===== src/rtl/alu_seq.sv =====
// alu_seq: handshaked ALU with logic, arithmetic, compare and shift ops
// plus iterative unsigned multiply, divide and remainder.
module alu_seq #(
   parameter int WIDTH = 32,
   parameter int SHW   = $clog2(WIDTH)
) (
   input  logic             clk,
   input  logic             rst_n,
   input  logic             in_valid,
   output logic             in_ready,
   input  logic [WIDTH-1:0] X,
   input  logic [WIDTH-1:0] Y,
   input  logic [3:0]       op_code,
   output logic             out_valid,
   input  logic             out_ready,
   output logic [WIDTH-1:0] Z,
   output logic             equal,
   output logic             overflow,
   output logic             zero,
   output logic             div_zero,
   output logic             illegal
);

   localparam int CW = $clog2(WIDTH) + 1;

   localparam logic [3:0] OP_AND  = 4'd0;
   localparam logic [3:0] OP_OR   = 4'd1;
   localparam logic [3:0] OP_XOR  = 4'd2;
   localparam logic [3:0] OP_NOR  = 4'd3;
   localparam logic [3:0] OP_ADD  = 4'd5;
   localparam logic [3:0] OP_SUB  = 4'd6;
   localparam logic [3:0] OP_SLT  = 4'd7;
   localparam logic [3:0] OP_SRL  = 4'd8;
   localparam logic [3:0] OP_SLL  = 4'd9;
   localparam logic [3:0] OP_SRA  = 4'd10;
   localparam logic [3:0] OP_MULU = 4'd12;
   localparam logic [3:0] OP_DIVU = 4'd13;
   localparam logic [3:0] OP_REMU = 4'd14;

   typedef enum logic [1:0] {
      IDLE,
      EXEC,
      BUSY,
      DONE
   } state_t;

   state_t            state;
   logic [WIDTH-1:0]  xr;
   logic [WIDTH-1:0]  yr;
   logic [3:0]        op_r;
   logic              eq_r;
   logic              dz_r;
   logic [WIDTH-1:0]  acc;
   logic [WIDTH-1:0]  wk;
   logic [CW-1:0]     cnt;

   logic [WIDTH-1:0]  sum;
   logic [WIDTH-1:0]  diff;
   logic [SHW-1:0]    sh;
   logic [WIDTH-1:0]  sz;
   logic              sovf;
   logic              sill;
   logic [WIDTH:0]    rem_sh;
   logic              fits;
   logic [WIDTH-1:0]  mul_next;
   logic [WIDTH-1:0]  mz;
   logic              is_multi;
   logic              is_div;

   assign sum      = xr + yr;
   assign diff     = xr - yr;
   assign sh       = yr[SHW-1:0];
   assign rem_sh   = {acc, wk[WIDTH-1]};
   assign fits     = rem_sh >= {1'b0, yr};
   assign mul_next = acc + (yr[0] ? wk : '0);
   assign mz       = (op_r == OP_DIVU) ? wk : acc;
   assign is_multi = (op_code == OP_MULU) || (op_code == OP_DIVU)
                   || (op_code == OP_REMU);
   assign is_div   = (op_code == OP_DIVU) || (op_code == OP_REMU);

   // single-cycle result and flags from the latched operands
   always_comb begin
      sz   = '0;
      sovf = 1'b0;
      sill = 1'b0;
      case (op_r)
         OP_AND: sz = xr & yr;
         OP_OR:  sz = xr | yr;
         OP_XOR: sz = xr ^ yr;
         OP_NOR: sz = ~(xr | yr);
         OP_ADD: begin
            sz   = sum;
            sovf = (xr[WIDTH-1] == yr[WIDTH-1])
                 && (sum[WIDTH-1] != xr[WIDTH-1]);
         end
         OP_SUB: begin
            sz   = diff;
            sovf = (xr[WIDTH-1] != yr[WIDTH-1])
                 && (diff[WIDTH-1] != xr[WIDTH-1]);
         end
         OP_SLT: sz = {{(WIDTH-1){1'b0}}, $signed(xr) < $signed(yr)};
         OP_SRL: sz = xr >> sh;
         OP_SLL: sz = xr << sh;
         OP_SRA: sz = $signed(xr) >>> sh;
         OP_MULU, OP_DIVU, OP_REMU: sz = '0;
         default: sill = 1'b1;
      endcase
   end

   // control FSM, iterative datapath and registered outputs
   always_ff @(posedge clk or negedge rst_n) begin
      if (!rst_n) begin
         state     <= IDLE;
         in_ready  <= 1'b1;
         out_valid <= 1'b0;
         Z         <= '0;
         equal     <= 1'b0;
         overflow  <= 1'b0;
         zero      <= 1'b0;
         div_zero  <= 1'b0;
         illegal   <= 1'b0;
         xr        <= '0;
         yr        <= '0;
         op_r      <= '0;
         eq_r      <= 1'b0;
         dz_r      <= 1'b0;
         acc       <= '0;
         wk        <= '0;
         cnt       <= '0;
      end else begin
         case (state)
            IDLE: begin
               if (in_valid) begin
                  xr       <= X;
                  yr       <= Y;
                  op_r     <= op_code;
                  eq_r     <= (X == Y);
                  dz_r     <= is_div && (Y == '0);
                  acc      <= '0;
                  wk       <= X;
                  cnt      <= '0;
                  in_ready <= 1'b0;
                  state    <= is_multi ? BUSY : EXEC;
               end
            end
            EXEC: begin
               Z         <= sz;
               overflow  <= sovf;
               illegal   <= sill;
               zero      <= (sz == '0);
               equal     <= eq_r;
               div_zero  <= 1'b0;
               out_valid <= 1'b1;
               state     <= DONE;
            end
            BUSY: begin
               if (cnt == CW'(WIDTH)) begin
                  Z         <= mz;
                  overflow  <= 1'b0;
                  illegal   <= 1'b0;
                  zero      <= (mz == '0);
                  equal     <= eq_r;
                  div_zero  <= dz_r;
                  out_valid <= 1'b1;
                  state     <= DONE;
               end else begin
                  cnt <= cnt + 1'b1;
                  if (op_r == OP_MULU) begin
                     acc <= mul_next;
                     wk  <= wk << 1;
                     yr  <= yr >> 1;
                  end else if (fits) begin
                     acc <= rem_sh[WIDTH-1:0] - yr;
                     wk  <= {wk[WIDTH-2:0], 1'b1};
                  end else begin
                     acc <= rem_sh[WIDTH-1:0];
                     wk  <= {wk[WIDTH-2:0], 1'b0};
                  end
               end
            end
            DONE: begin
               if (out_ready) begin
                  out_valid <= 1'b0;
                  in_ready  <= 1'b1;
                  state     <= IDLE;
               end
            end
            default: state <= IDLE;
         endcase
      end
   end

endmodule


===== config.mk =====
export PLATFORM = sky130hd
export DESIGN_NAME = alu_seq
export DESIGN_NICKNAME = d
export VERILOG_FILES = /design/src/rtl/alu_seq.sv
export SDC_FILE = /design/constraint.sdc
export NUM_CORES = 1
export LEC_CHECK = 0
export ABC_CLOCK_PERIOD_IN_PS = 6200
export CAP_MARGIN = 20
export CORE_MARGIN = 1.5
export CORE_UTILIZATION = 28
export DETAILED_ROUTE_END_ITERATION = 12
export PLACE_DENSITY_LB_ADDON = 0.3
export SYNTH_ARGS = -nofsm -noshare
export SYNTH_HDL_FRONTEND = slang
export SYNTH_SLANG_ARGS = --single-unit

===== constraint.sdc =====
create_clock -name clk -period 6.2 [get_ports clk]
set_input_delay 0.62 -clock clk [delete_from_list [all_inputs] [get_ports clk]]
set_output_delay 0.62 -clock clk [all_outputs]
set_load 0.005 [all_outputs]

# After elaboration in Yosys (flattened, before gate mapping)

Cells that the tools add are included.
W data, S select, Z words.

Flip-flop bits (word level): 181
Output and inout port bits: 39
Word-level logic and storage cells: 127

$add $sub $neg: 5
Order comparisons: 2
Eq/ne operators: 29
Shifts and indexed selects: 3
Mux-type cells: 44
Bitwise gates (word level): 4
Reductions and logical operators: 23

Operator list:

| operator             | number |
|---|---|
| $mux W32             | 12 |
| $pmux W32 S10        | 1 |
| $pmux W32 S2         | 4 |
| $logic_not A32 Y1    | 3 |
| $add A32 B32 Y32     | 2 |
| $sub A32 B32 Y32     | 2 |
| $eq A4 B4 Y1 const B | 9 |
| $ge A33 B32 Y1       | 1 |
| $and A32 B32 Y32     | 1 |
| $eq A32 B32 Y1       | 1 |
| $lt A32 B32 Y1       | 1 |
| $not A32 Y32         | 1 |
| $or A32 B32 Y32      | 1 |
| $shl A32 B5 Y32      | 1 |
| $shr A32 B5 Y32      | 1 |
| $sshr A32 B5 Y32     | 1 |
| $xor A32 B32 Y32     | 1 |
| $pmux W1 S2          | 7 |
| $reduce_or A13 Y1    | 1 |
| $eq A4 B3 Y1 const B | 3 |
| $mux W6              | 2 |
| $pmux W6 S2          | 1 |
| $reduce_and A3 Y1    | 4 |
| $mux W1              | 11 |
| other kinds (20)     | 38 |

# Logic depth before layout (Yosys ltp)

Depth in word-level cells: 6
Depth in mapped cells: 20
Gate-level depth less buffers: 15

# Worst setup path before layout

No wires, ideal clock.

Kind: register -> register
From: register yr[0]
To: register acc[31]
Setup time: 83 ps
Arrival: 5025 ps
Setup slack: 1093 ps
Cell stages (with the launch flop): 21
Path buffers: 7
Clock period less this slack: 5107 ps
Path through: dfrtp_1 buf_2 buf_6 buf_4 buf_2 buf_2 clkbuf_1 clkbuf_1 and2_1 ha_1 a21o_1 a2111oi_0 a21oi_1 a2111oi_0 nor3_1 o31ai_1 a21oi_1 o41a_1 a221o_1 xnor2_1 o21ai_0

Cells in the longest elaborated chain, start to end: 5

Ends and longest elaborated chain:

| element                                        | line    | RTL |
|---|---|---|
| start: declaration                             | 49      | `logic [WIDTH-1:0] yr;` |
| start signal: assignment                       | 171     | `yr <= yr >> 1;` |
| $sub A32 B32 Y32, or another cell as far along | 173     | `acc <= rem_sh[WIDTH-1:0] - yr;` |
| $mux W32 or $add A32 B32 Y32 (tied branches)   | 172, 75 |  |
| $mux W32 (*)                                   | 168     | `if (op_r == OP_MULU) begin` |
| $mux W32 (*)                                   | 157     | `if (cnt == CW'(WIDTH)) begin` |
| $pmux W32 S2 (*)                               | 131     | `case (state)` |
| end signal: assignment                         | 169     | `acc <= mul_next;` |
| end signal: assignment                         | 173     |  |
| end signal: assignment                         | 176     | `acc <= rem_sh[WIDTH-1:0];` |
| end: declaration                               | 53      | `logic [WIDTH-1:0] acc;` |

Mark *: on every way between the ends. The rest lies on a longest branch, timed or not. The select of a mux whose other input is x is not followed.
A chain may end at the register's enable or synchronous reset.

# Worst setup path after layout

From: register yr[0]
To: register zero

Cells in the longest elaborated chain, start to end: 5

Ends and longest elaborated chain:

| element                                                  | line | RTL |
|---|---|---|
| branches (longest 2 deep; another with $sub A32 B32 Y32) | --   |  |
| $pmux W32 S10 (*)                                        | 86   | `case (op_r)` |
| $logic_not A32 Y1 (*)                                    | 150  | `zero <= (sz == '0);` |
| $pmux W1 S2 (*)                                          | 131  |  |
| end signal: assignment                                   | 150  |  |
| end signal: assignment                                   | 161  | `zero <= (mz == '0);` |
| end: declaration                                         | 19   | `output logic zero,` |

Mark *: on every way between the ends.

==> flow_metrics.py <==
metrics = {
    "sta": {
        "setup_tns_ns": 0,
        "setup_viol": 0,
        "layout_min_cycle_time_ns": 5.392,
        "fin_skew_ns": 0.01686,
        "tightest_slew_ns": 1.115,
        "drv_slew": 0,
        "fmax_ghz": 0.1855,
        "rsz0062_at_grt": "no",
        "finalCritPeriodShare_pct": 86.96,
        "hold_viol": 0,
        "relSlewSlack_pct": 25.49,
    },
    "flow_run": {
        "drv_cap": 0,
    },
    "global_routing": {
        "grt_pass1_wl_mm": 160.4,
        "antenna_found_initial": 3,
        "grt_use_total_pct": 26.70,
        "first_global_vias": 22473,
        "grt_start_max_net_pins": 146,
        "grt.overflow.total": 0,
    },
    "clock_network": {
        "insertion_delay_ns": 0.51,
        "postCtsHoldBufs": 0,
        "cts_setup_buffers": 0,
        "htreeDepth": 4,
        "cts_tree": "built",
        "cts_buffers": 17,
        "cts_sinks": 181,
        "path_clk_slew_ns": 0.08,
        "clockBufferDepth": 2,
        "clock-root-buffer": "clkbuf_16",
        "cts_resized": 0,
    },
    "synthesis": {
        "ys_types": 87,
        "synth-edff-count": 0,
        "yosys.area_share.simple_pct": 17.53,
        "syn_avg_cell_area_um2": 7.934,
        "synth-xor-area-share_pct": 4.954,
        "synth_seq_cells": 181,
        "synthAdderAreaFrac_pct": 10.28,
        "muxShareOfSynthArea_pct": 15.59,
        "synthesis.area_um2": 22450,
        "synth_cells": 2830,
        "ys_async_sr_fraction_pct": 100.0,
        "synth_nets": 3084,
        "yosysSeqAreaShare_pct": 20.18,
        "synth_top_family_by_area": "compound AO/OA/AOI/OAI gates",
        "synthFlopType": "dfrtp_1",
        "synth_compound_area_share_pct": 26.15,
        "yosys_warnings": 0,
    },
    "routing": {
        "viasPerCell": 6.066,
        "firstDrtPassIters": 6,
        "ant_nets": 0,
        "wl_mm": 111.6,
        "drt-initial-drc-count": 3018,
        "wl_per_cell_um": 28.62,
        "vias": 23664,
        "drc": 0,
    },
    "worst_setup_path": {
        "end_kind": "flop",
        "cp-endpoint": "zero",
        "required_ns": 6.62,
        "critPathKind": "flop to flop",
        "setup.worst_path.start_class": "flop",
        "arrival_ns": 5.81,
        "cp_slowest_cell": "dfrtp_4",
        "r2r-start": "yr[0]",
        "reg2reg_slack_ns": 0.81,
        "cp_max_fo": 61,
        "timing.critical_path.from": "yr[0]",
        "regToRegEndpoint": "zero",
        "slowest_delay_ns": 0.96,
        "worst_path_most_repeated_cell": "a21oi_1",
        "crit_chain": "ha_1 -> inv_1 -> fa_1 -> nand2b_1 -> a211oi_1 -> o21ai_0 -> a21oi_1 -> a21oi_1 -> o311ai_0 -> o2111a_1 -> o221ai_1 -> nor4_1 -> nand4b_1 -> o31ai_2",
        "reg2reg_depth": 14,
    },
    "finish": {
        "fin_nets": 3093,
        "area_growth_pct": 12.75,
        "diodes": 0,
        "drive_gt1_share_pct": 8.944,
    },
    "floorplanning": {
        "die_width_um": 286.2,
        "dieArea_um2": 81900,
        "rows": 103,
        "core_area_um2": 79130,
        "io_pins": 111,
        "die_y_um": 286.2,
        "initial_core_util_pct": 28.38,
    },
    "placed_design": {
        "port_buffers": 110,
        "dp_hpwl_mm": 88.83,
        "gp_congestion": 1.057,
    },
    "min_path": {
        "hold_path_class": "input pin to asynchronous set/reset pin",
    },
    "run_status": {
        "status": "finished clean",
    },
}
[sequential cells by signal, indices dropped and copies added (netlist names), 2 cells and up]
name and flops:
state 2, op_r 4, wk 32, Z 32, xr 32, cnt 6, yr 32, acc 32
[metrics by stage]
step | std cells | util, % | hold slack (ns) | worst slack [ns] | instance area (um2)
after floorplan | 2830 | - | 0.3244 | 1.093 | 22450
after global placement | 3869 | 31.24 | 0.4675 | 1.058 | 24720
after detailed placement | 3870 | 31.24 | 0.4733 | 0.9820 | 24720
after CTS | 3901 | 31.99 | 0.01678 | 0.9701 | 25320
after global routing | 3901 | 31.99 | 0.03980 | 0.6422 | 25320
final | 3901 | 31.99 | 0.01543 | 0.8084 | 25320
[cell usage after synthesis, drive strengths merged, types with 8 or more instances]
library cell    n  area, um2
or3            15      93.84
a2111oi        17      148.9
buf            47      241.5
xor2           49      429.2
o22ai          29      181.4
xnor2          78      683.2
and2           38      237.7
a221o          16      160.2
nand3          49      245.2
o211ai         23      172.7
o21bai         14      105.1
nor3           54      270.3
o221ai         23      201.4
mux2           88      990.9
nand2b         27      168.9
a211o          17      148.9
nor2          223      837.1
or2            11      68.82
nor4           38      237.7
nand2         277       1040
mux4           31      698.2
a22oi          41      307.8
mux2i         181       1812
ha            178       2227
nor2b          27      168.9
a21o           54      405.4
o21a           13      97.59
o31ai          26      200.2
o311ai          8      70.07
o31a            9      78.83
a31oi          26      162.7
inv           115      431.7
and3           12      75.07
nand4          32      200.2
a32oi           9      78.83
a211oi         37      277.8
o2111ai        10      87.58
clkbuf        138      518.0
a22o            8      70.07
a21oi         198      991.0
dfrtp         180       4504
o21ai         254       1271
a221oi         10      87.58
[cells in the final DEF (no fill, tap or decap), drive strengths merged, types with 13 or more instances in the layout]
cell type / count
nand2: 277
o21ai: 254
nor2: 223
a21oi: 198
mux2i: 181
dfrtp: 180
ha: 178
inv: 121
clkdlybuf4s50: 109
mux2: 88
xnor2: 78
buf: 65
a21o: 54
nor3: 54
xor2: 49
nand3: 49
a22oi: 41
and2: 38
nor4: 38
a211oi: 37
nand4: 32
mux4: 31
o22ai: 29
nand2b: 27
nor2b: 27
a31oi: 26
o31ai: 26
o211ai: 23
o221ai: 23
clkbuf: 20
a211o: 17
a2111oi: 17
a221o: 16
or3: 15
o21bai: 14
o21a: 13
[critical path, delay by kind of cell, from the launching register on]
family	cells	cell delay (ns)
adder cells (fa/ha/maj)	2	0.73
AO/OA/AOI/OAI	8	2.80
AND/OR/NAND/NOR	3	0.73
flip-flops	1	0.96
buffers and inverters	1	0.07
[logic make-up after synthesis]
family	after synthesis
xor+xnor	127
simple gates	837
mux	300
buf+inv	301
flops	181
compound gates	902
fa+ha+maj	182
[worst min-delay path by stage]
stage,startpoint,end,cells past startpoint
6_report,rst_n,acc[27],1
5_1_grt,rst_n,acc[27],1
4_1_cts,rst_n,acc[27],1
3_3_place_gp,Z[8],Z[8],2
2_1_floorplan,rst_n,Z[0],0
3_5_place_dp,overflow,overflow,2
[per-layer routing]
layer | routed length [um] | track usage [%] | vias to the layer above
met3 | 9473 | 4.022 | 273
li1 | - | - | 10514
met4 | 5994 | 13.16 | 4
met1 | 47860 | 36.54 | 11561
met2 | 48280 | 40.82 | 1312
met5 | 22 | 0 | -
[layout make-up]
cell class | instances | area, um2
fillers | 8544 | 53810
multi-input cells | 2348 | 16830
flip-flops and latches | 181 | 4543
repair buffers | 175 | 1602
well taps | 1050 | 1314
clock buffers | 19 | 452.9
inverters | 116 | 435.4
clock inverters | 12 | 143.9
Power is left out: the tool's default activity adds up to more than one toggle a clock period on the data nets, which glitch-free logic cannot reach.
